==> src/rtl/sample_burst_writer_pkg.sv <==
// Shared types and constants for sample_burst_writer: burst sequencer states,
// fixed AXI4 encodings and the FIFO level width helper.
package sample_burst_writer_pkg;

  typedef enum logic [1:0] {
    IDLE,
    ADDR,
    DATA,
    RESP
  } state_t;

  localparam logic [1:0] BURST_INCR = 2'b01;
  localparam logic [2:0] SIZE_4B    = 3'b010;
  localparam logic [1:0] RESP_OKAY  = 2'b00;

  // A level counter must represent 0..depth inclusive.
  function automatic int level_width(input int depth);
    return $clog2(depth) + 1;
  endfunction

endpackage

==> src/rtl/sample_burst_writer_if.sv <==
// AXI4 write-only channel bundle (AW, W, B) between the burst writer and
// the sampler memory slave.
interface sample_burst_writer_if #(
  parameter int DATA_WIDTH = 32,
  parameter int ADDR_WIDTH = 32
);

  logic [ADDR_WIDTH-1:0]   awaddr;
  logic [7:0]              awlen;
  logic [2:0]              awsize;
  logic [1:0]              awburst;
  logic                    awid;
  logic                    awvalid;
  logic                    awready;
  logic [DATA_WIDTH-1:0]   wdata;
  logic [DATA_WIDTH/8-1:0] wstrb;
  logic                    wlast;
  logic                    wvalid;
  logic                    wready;
  logic [1:0]              bresp;
  logic                    bvalid;
  logic                    bready;

  modport master (
    output awaddr, awlen, awsize, awburst, awid, awvalid,
    output wdata, wstrb, wlast, wvalid,
    output bready,
    input  awready, wready, bresp, bvalid
  );

  modport slave (
    input  awaddr, awlen, awsize, awburst, awid, awvalid,
    input  wdata, wstrb, wlast, wvalid,
    input  bready,
    output awready, wready, bresp, bvalid
  );

endinterface

==> src/rtl/sample_fifo.sv <==
// First-word-fall-through sample FIFO. The head entry is visible on `head`
// whenever `empty` is low; level, full and empty come from registered state.
module sample_fifo
  import sample_burst_writer_pkg::*;
#(
  parameter int DATA_WIDTH = 32,
  parameter int FIFO_DEPTH = 16
) (
  input  logic                                clk,
  input  logic                                rst_n,
  input  logic                                push,
  input  logic [DATA_WIDTH-1:0]               push_data,
  input  logic                                pop,
  output logic [DATA_WIDTH-1:0]               head,
  output logic [level_width(FIFO_DEPTH)-1:0]  level,
  output logic                                full,
  output logic                                empty
);

  localparam int PW = $clog2(FIFO_DEPTH);
  localparam int LW = level_width(FIFO_DEPTH);

  logic [DATA_WIDTH-1:0] mem [FIFO_DEPTH];
  logic [PW-1:0]         wr_ptr;
  logic [PW-1:0]         rd_ptr;
  logic                  do_push;
  logic                  do_pop;

  assign full    = (level == LW'(FIFO_DEPTH));
  assign empty   = (level == '0);
  assign do_push = push && !full;
  assign do_pop  = pop && !empty;
  assign head    = mem[rd_ptr];

  // Sample storage write port.
  // NOTE: the array has no reset; pointers and level alone define which
  // entries are valid, so the storage can map onto plain RAM.
  always_ff @(posedge clk) begin
    if (do_push) mem[wr_ptr] <= push_data;
  end

  // Pointers and occupancy; power-of-two depth lets pointers wrap naturally.
  // NOTE: non-blocking assignments make every flop here update from the
  // values present before the edge, independent of statement order.
  always_ff @(posedge clk or negedge rst_n) begin
    if (!rst_n) begin
      wr_ptr <= '0;
      rd_ptr <= '0;
      level  <= '0;
    end else begin
      if (do_push) wr_ptr <= wr_ptr + PW'(1);
      if (do_pop)  rd_ptr <= rd_ptr + PW'(1);
      case ({do_push, do_pop})
        2'b10:   level <= level + LW'(1);
        2'b01:   level <= level - LW'(1);
        default: level <= level;
      endcase
    end
  end

endmodule

==> src/rtl/sample_burst_writer.sv <==
// AXI4 burst write master: buffers a valid/ready sample stream and writes
// each BURST_LEN samples as one INCR burst into a circular address region.
// Optional feature macro: SAMPLE_BURST_WRITER_ERR_CNT_EN (count non-OKAY
// write responses in err_cnt; otherwise err_cnt is tied to zero).
module sample_burst_writer
  import sample_burst_writer_pkg::*;
#(
  parameter int                    DATA_WIDTH   = 32,
  parameter int                    ADDR_WIDTH   = 32,
  parameter int                    BURST_LEN    = 8,
  parameter int                    FIFO_DEPTH   = 16,
  parameter logic [ADDR_WIDTH-1:0] BASE_ADDR    = '0,
  parameter int                    REGION_WORDS = 256
) (
  input  logic                               ACLK,
  input  logic                               ARESETN,
  input  logic                               enable,
  input  logic                               clr,
  input  logic                               s_valid,
  input  logic [DATA_WIDTH-1:0]              s_data,
  output logic                               s_ready,
  sample_burst_writer_if.master              m_axi,
  output logic [level_width(FIFO_DEPTH)-1:0] fifo_level,
  output logic                               overflow,
  output logic                               burst_done,
  output logic [15:0]                        err_cnt
);

  localparam int                    LW          = level_width(FIFO_DEPTH);
  localparam logic [ADDR_WIDTH-1:0] BURST_BYTES = ADDR_WIDTH'(BURST_LEN * 4);
  localparam logic [ADDR_WIDTH-1:0] REGION_END  = BASE_ADDR + ADDR_WIDTH'(REGION_WORDS * 4);
  localparam logic [4:0]            LAST_BEAT   = 5'(BURST_LEN - 1);

  state_t                state;
  logic [ADDR_WIDTH-1:0] awaddr_q;
  logic [ADDR_WIDTH-1:0] next_addr;
  logic                  awvalid_q;
  logic                  wvalid_q;
  logic                  wlast_q;
  logic                  bready_q;
  logic                  done_q;
  logic [4:0]            beat;
  logic                  fifo_full;
  logic                  fifo_empty_unused;
  logic [DATA_WIDTH-1:0] fifo_head;

  assign s_ready = !fifo_full;

  sample_fifo #(
    .DATA_WIDTH (DATA_WIDTH),
    .FIFO_DEPTH (FIFO_DEPTH)
  ) u_fifo (
    .clk       (ACLK),
    .rst_n     (ARESETN),
    .push      (s_valid),
    .push_data (s_data),
    .pop       (wvalid_q && m_axi.wready),
    .head      (fifo_head),
    .level     (fifo_level),
    .full      (fifo_full),
    .empty     (fifo_empty_unused)
  );

  // Pointer for the burst after the current one, folding back at region end.
  assign next_addr = (awaddr_q + BURST_BYTES == REGION_END) ? BASE_ADDR
                                                            : awaddr_q + BURST_BYTES;

  assign m_axi.awaddr  = awaddr_q;
  assign m_axi.awlen   = 8'(BURST_LEN - 1);
  assign m_axi.awsize  = SIZE_4B;
  assign m_axi.awburst = BURST_INCR;
  assign m_axi.awid    = 1'b0;
  assign m_axi.awvalid = awvalid_q;
  assign m_axi.wdata   = fifo_head;
  assign m_axi.wstrb   = '1;
  assign m_axi.wlast   = wlast_q;
  assign m_axi.wvalid  = wvalid_q;
  assign m_axi.bready  = bready_q;
  assign burst_done    = done_q;

  // Burst sequencer: one AW, BURST_LEN W beats from the FIFO head, one B.
  always_ff @(posedge ACLK or negedge ARESETN) begin
    if (!ARESETN) begin
      state     <= IDLE;
      awaddr_q  <= BASE_ADDR;
      awvalid_q <= 1'b0;
      wvalid_q  <= 1'b0;
      wlast_q   <= 1'b0;
      bready_q  <= 1'b0;
      done_q    <= 1'b0;
      beat      <= '0;
    end else begin
      done_q <= 1'b0;
      case (state)
        IDLE: begin
          if (enable && fifo_level >= LW'(BURST_LEN)) begin
            awvalid_q <= 1'b1;
            state     <= ADDR;
          end
        end
        ADDR: begin
          if (m_axi.awready) begin
            awvalid_q <= 1'b0;
            wvalid_q  <= 1'b1;
            wlast_q   <= (LAST_BEAT == 5'd0);
            beat      <= '0;
            state     <= DATA;
          end
        end
        DATA: begin
          if (m_axi.wready) begin
            if (wlast_q) begin
              wvalid_q <= 1'b0;
              wlast_q  <= 1'b0;
              bready_q <= 1'b1;
              state    <= RESP;
            end else begin
              beat    <= beat + 5'd1;
              wlast_q <= (beat + 5'd1 == LAST_BEAT);
            end
          end
        end
        RESP: begin
          if (m_axi.bvalid) begin
            bready_q <= 1'b0;
            done_q   <= 1'b1;
            awaddr_q <= next_addr;
            state    <= IDLE;
          end
        end
        default: state <= IDLE;
      endcase
    end
  end

  // Sticky overflow: a sample offered while full is dropped; clr wins.
  always_ff @(posedge ACLK or negedge ARESETN) begin
    if (!ARESETN)                 overflow <= 1'b0;
    else if (clr)                 overflow <= 1'b0;
    else if (s_valid && !s_ready) overflow <= 1'b1;
  end

`ifdef SAMPLE_BURST_WRITER_ERR_CNT_EN
  // Saturating count of error responses; responses never affect flow control.
  always_ff @(posedge ACLK or negedge ARESETN) begin
    if (!ARESETN) begin
      err_cnt <= '0;
    end else if (clr) begin
      err_cnt <= '0;
    end else if (bready_q && m_axi.bvalid && m_axi.bresp != RESP_OKAY
                 && err_cnt != 16'hFFFF) begin
      err_cnt <= err_cnt + 16'd1;
    end
  end
`else
  logic bresp_unused;
  assign bresp_unused = ^m_axi.bresp;
  assign err_cnt      = '0;
`endif

endmodule

==> src/flat_wrapper.sv <==
// flat-port wrapper written by rule: the top's interface ports become plain ports
module sample_burst_writer_flat import sample_burst_writer_pkg::*;
#(
  parameter int                    DATA_WIDTH   = 32,
  parameter int                    ADDR_WIDTH   = 32,
  parameter int                    BURST_LEN    = 8,
  parameter int                    FIFO_DEPTH   = 16,
  parameter logic [ADDR_WIDTH-1:0] BASE_ADDR    = '0,
  parameter int                    REGION_WORDS = 256
)
  (ACLK, ARESETN, enable, clr, s_valid, s_data, s_ready, fifo_level, overflow, burst_done, err_cnt, m_axi_awaddr, m_axi_awlen, m_axi_awsize, m_axi_awburst, m_axi_awid, m_axi_awvalid, m_axi_wdata, m_axi_wstrb, m_axi_wlast, m_axi_wvalid, m_axi_bready, m_axi_awready, m_axi_wready, m_axi_bresp, m_axi_bvalid);
  sample_burst_writer_if #(.DATA_WIDTH(DATA_WIDTH), .ADDR_WIDTH(ADDR_WIDTH)) m_axi_i ();
  input  logic ACLK;
  input  logic ARESETN;
  input  logic enable;
  input  logic clr;
  input  logic s_valid;
  input  logic [DATA_WIDTH-1:0] s_data;
  output logic s_ready;
  output logic [level_width(FIFO_DEPTH)-1:0] fifo_level;
  output logic overflow;
  output logic burst_done;
  output logic [15:0] err_cnt;
  output wire logic [$bits(m_axi_i.awaddr)-1:0] m_axi_awaddr;
  output wire logic [$bits(m_axi_i.awlen)-1:0] m_axi_awlen;
  output wire logic [$bits(m_axi_i.awsize)-1:0] m_axi_awsize;
  output wire logic [$bits(m_axi_i.awburst)-1:0] m_axi_awburst;
  output wire logic [$bits(m_axi_i.awid)-1:0] m_axi_awid;
  output wire logic [$bits(m_axi_i.awvalid)-1:0] m_axi_awvalid;
  output wire logic [$bits(m_axi_i.wdata)-1:0] m_axi_wdata;
  output wire logic [$bits(m_axi_i.wstrb)-1:0] m_axi_wstrb;
  output wire logic [$bits(m_axi_i.wlast)-1:0] m_axi_wlast;
  output wire logic [$bits(m_axi_i.wvalid)-1:0] m_axi_wvalid;
  output wire logic [$bits(m_axi_i.bready)-1:0] m_axi_bready;
  input wire logic [$bits(m_axi_i.awready)-1:0] m_axi_awready;
  input wire logic [$bits(m_axi_i.wready)-1:0] m_axi_wready;
  input wire logic [$bits(m_axi_i.bresp)-1:0] m_axi_bresp;
  input wire logic [$bits(m_axi_i.bvalid)-1:0] m_axi_bvalid;
  assign m_axi_awaddr = m_axi_i.awaddr;
  assign m_axi_awlen = m_axi_i.awlen;
  assign m_axi_awsize = m_axi_i.awsize;
  assign m_axi_awburst = m_axi_i.awburst;
  assign m_axi_awid = m_axi_i.awid;
  assign m_axi_awvalid = m_axi_i.awvalid;
  assign m_axi_wdata = m_axi_i.wdata;
  assign m_axi_wstrb = m_axi_i.wstrb;
  assign m_axi_wlast = m_axi_i.wlast;
  assign m_axi_wvalid = m_axi_i.wvalid;
  assign m_axi_bready = m_axi_i.bready;
  assign m_axi_i.awready = m_axi_awready;
  assign m_axi_i.wready = m_axi_wready;
  assign m_axi_i.bresp = m_axi_bresp;
  assign m_axi_i.bvalid = m_axi_bvalid;
  sample_burst_writer #(.DATA_WIDTH(DATA_WIDTH), .ADDR_WIDTH(ADDR_WIDTH), .BURST_LEN(BURST_LEN), .FIFO_DEPTH(FIFO_DEPTH), .BASE_ADDR(BASE_ADDR), .REGION_WORDS(REGION_WORDS)) u_core (.ACLK(ACLK), .ARESETN(ARESETN), .enable(enable), .clr(clr), .s_valid(s_valid), .s_data(s_data), .s_ready(s_ready), .m_axi(m_axi_i), .fifo_level(fifo_level), .overflow(overflow), .burst_done(burst_done), .err_cnt(err_cnt));
endmodule
==> config.mk <==
export PLATFORM = sky130hd
export DESIGN_NAME = sample_burst_writer_flat
export DESIGN_NICKNAME = d
export VERILOG_FILES = /design/src/rtl/sample_burst_writer_pkg.sv /design/src/rtl/sample_burst_writer_if.sv /design/src/rtl/sample_fifo.sv /design/src/rtl/sample_burst_writer.sv /design/src/flat_wrapper.sv
export SDC_FILE = /design/constraint.sdc
export NUM_CORES = 1
export LEC_CHECK = 0
export BUFFER_PORTS_ARGS = -buffer_cell sky130_fd_sc_hd__buf_2
export CAP_MARGIN = 20
export CORE_MARGIN = 3
export CORE_UTILIZATION = 41
export CTS_BUF_LIST = sky130_fd_sc_hd__clkbuf_2
export DETAILED_ROUTE_END_ITERATION = 10
export PLACE_DENSITY = 0.62
export SLEW_MARGIN = 20
export SYNTH_ARGS = -nofsm -noshare
export SYNTH_HDL_FRONTEND = slang
export SYNTH_SLANG_ARGS = --single-unit
==> constraint.sdc <==
create_clock -name ACLK -period 3.8 [get_ports ACLK]
set_input_delay 0.38 -clock ACLK [delete_from_list [all_inputs] [get_ports ACLK]]
set_output_delay 0.38 -clock ACLK [all_outputs]
set_load 0.01 [all_outputs]
==> results_dict.tcl <==
set metrics [dict create \
    io_buffers 110 \
    hpwl_mm 26.8 \
    dp_slack_ns 0.749 \
    dpl_cell_area_um2 24300 \
    ant_nets 0 \
    min_period_ns 3.67 \
    fp.dieH_um 241 \
    synth_warnings 0 \
    crit_top_cell "mux4_2" \
    synth_commonest_cells "edfxtp_1, mux4_2, dfrtp_1" \
    worstPathMaxFanout 10 \
    hold_violations 0 \
    firstDrtPassIters 5 \
    cp_num_buf_inv 3 \
    antenna_found_initial 2 \
    synth_edf_count 512 \
    drv_slew 0 \
    core_um2 54200 \
    num_vias 11750 \
    syn_area_per_cell_um2 20.7 \
    synth_top_area_cell "edfxtp_1" \
    cp-start-kind "register" \
    status "complete, no violations" \
    h-tree-depth 4 \
    io_pins 152 \
    cts_tree "built" \
    required_ns 3.42 \
    cp_slowest_cell "mux4_2" \
    drt-initial-drc-count 860 \
    area_growth_syn_to_layout_pct 19.0 \
    grt_pass1_vias 12244 \
    synth.distinct_cells 55 \
    wl_per_cell_um 23.2 \
    clock-sinks 565 \
    ys_seq_area_share_pct 73.7 \
    start_util_pct 41.8 \
    dieArea_um2 58100 \
    power.density_nw_per_um2 677 \
    max_freq_mhz 273 \
    crit_type "reg2out" \
    drive_gt1_share_pct 37.6 \
    gp_congestion 0.770 \
    nets 1489 \
    postLayoutCoreUtil_pct 49.7 \
    hp-class "in2reg" \
    critPathMaxStageDelay_ns 0.56 \
    cts_made_buffers 145 \
    path_cells "buf_12, buf_16, mux4_2, mux4_2, buf_6" \
    fp-row-count 85 \
    fillers 4505 \
    grtUsageTotal_pct 17.9 \
    routed_wl_mm 51.5 \
    tightest_slew_ns 0.839 \
    viasPerCell 5.29 \
    critPathCaptureType "output port" \
    power_mw 18.2 \
    grt_pass1_wl_mm 75.5 \
    drc 0 \
    yosys-top-cells-area "edfxtp_1, mux4_2, dfrtp_1" \
    synth-async-reset-ratio_pct 9.38 \
    ys.flop_type "edfxtp_1" \
    fin_skew_ns 0.0633 \
    slew_headroom_pct 44.1 \
    ctsRootBufferMaster "clkbuf_2" \
    clockBufferDepth 3 \
    whs_ns 0.188 \
    rsz0062_at_grt "true" \
    crit_family "multiplexers" \
    arrival_ns 3.29 \
    clk_latency_ns 1.27 \
    syn_inst 1094 \
    die_w_um 241 \
    setup_viol 0 \
    path_clk_slew_ns 0.09 \
    grt_max_degree 47 \
    fin_area_um2 27000 \
    setup_ws_ns 0.132 \
    syn_area_um2 22700 \
    overflow 0 \
    ys_seq_elements 565 \
    p_leak_nw 9.49 \
    fin_crit_sh_pct 96.5 \
    ir_worst_vdd_mv 0.316 \
    maxCapViolations 0 \
    synthDominantCellAreaShare_pct 67.9 \
    synth.most_common_cell "edfxtp_1" \
]
[flip-flops by register name, indices dropped and copies added, names as in the netlist]
signal,flops
u_core.u_fifo.mem,512
u_core.m_axi.awaddr,27
u_core.burst_done,1
u_core.u_fifo.wr_ptr,4
u_core.m_axi.wvalid,1
u_core.u_fifo.level,5
u_core.m_axi.bready,1
u_core.m_axi.wlast,1
u_core.u_fifo.rd_ptr,4
u_core.m_axi.awvalid,1
u_core.beat,5
u_core.overflow,1
u_core.state,2
[metal layers]
metal  vias to the layer above  routed length (um)  global-route usage [%]
li1                       5172                   -                       -
met1                      6151               21700                    23.4
met2                       358               26000                    29.2
met3                        67                3040                    5.18
met4                         2                 770                    5.69
met5                         -                  10                       0
[tightest hold or removal path, cell delays in order]
cell,delay (ns)
dlygate4sd3_1,0.54
buf_2,0.15
nand2b_1,0.10
nor2_1,0.06
nand4_1,0.08
o21ai_0,0.07
[timing repair]
action                                 CTS  global route
setup buffers                            8             2
hold buffers                            81             0
endpoints found under the hold margin  609             0
setup endpoints to repair               32            29
gates cloned                             2            10
gates resized for setup                 22            19
pin swaps                                0             0
[stage by stage]
stage / instances / setup TNS, ns
2_1_floorplan: 1131 / 0
3_3_place_gp: 1876 / 0
3_5_place_dp: 1876 / 0
4_1_cts: 2208 / -1.30
5_1_grt: 2221 / -1.66
6_report: 2222 / 0
[power by group]
group / internal, mW / leakage [nW] / switching, mW
logic: 3.39 / 3.20 / 2.96
clock network: 1.64 / 0.968 / 2.39
registers: 7.45 / 5.32 / 0.416
[cells by family (layout without fill, tap and decap cells)]
group           after synthesis  count (layout)  share of synthesized area (%)
other cells                   2              41                         0.0331
mux                         167             167                           16.2
compound gates               50              50                           1.42
flops                       565             565                           73.7
simple gates                149             149                           3.54
fa+ha+maj                    17              17                          0.972
xor+xnor                     43              43                           1.66
buf+inv                     101             494                           2.42
[path summary, 6_finish.rpt]
kind	from	slack (ns)	cells past startpoint	to
setup / recovery	u_core.u_fifo.rd_ptr[0]$_DFFE_PN0P_	0.13	5	m_axi_wdata[26]
hold / removal	m_axi_wready	0.19	6	u_core.m_axi.wlast$_DFFE_PN0P_
setup reg to reg	u_core.u_fifo.level[0]$_DFFE_PN0P_	0.78	6	u_core.u_fifo.mem[3][29]$_DFFE_PP_
hold reg to reg	u_core.beat[4]$_DFFE_PN0P_	0.51	2	u_core.beat[4]$_DFFE_PN0P_
max in group asynchronous	ARESETN	2.69	5	u_core.state[1]$_DFFE_PN0P_
min in group asynchronous	ARESETN	0.75	5	u_core.m_axi.awaddr[12]$_DFFE_PN0P_
[cells in the final DEF, fill, tap and decap left out, types with 10 or more instances in the layout]
master and n:
nand3_1 15, conb_1 39, nor2_1 22, buf_2 87
mux4_2 160, xnor2_1 28, dfrtp_1 49, xor2_1 15
buf_12 17, dlygate4sd3_1 80, nand2_1 38, clkbuf_2 204
ha_1 16, o21ai_0 18, clkinv_1 21, edfxtp_1 512
nand4_1 13, nor2_4 12, buf_6 26, inv_1 10
buf_4 17
[final cells by class]
type / count / area [um2] / share of cell area (%)
timing repair buffer: 243 / 2400 / 8.92
sequential: 565 / 16700 / 62.0
tap: 696 / 871 / 3.23
antenna: 2 / 5.00 / 0.0186
clock inverter: 37 / 230 / 0.854
clock buffer: 204 / 1020 / 3.79
inverter: 10 / 37.5 / 0.139
multi-input combinational: 465 / 5680 / 21.1
Note: power is estimated with default switching activity, not from simulation.
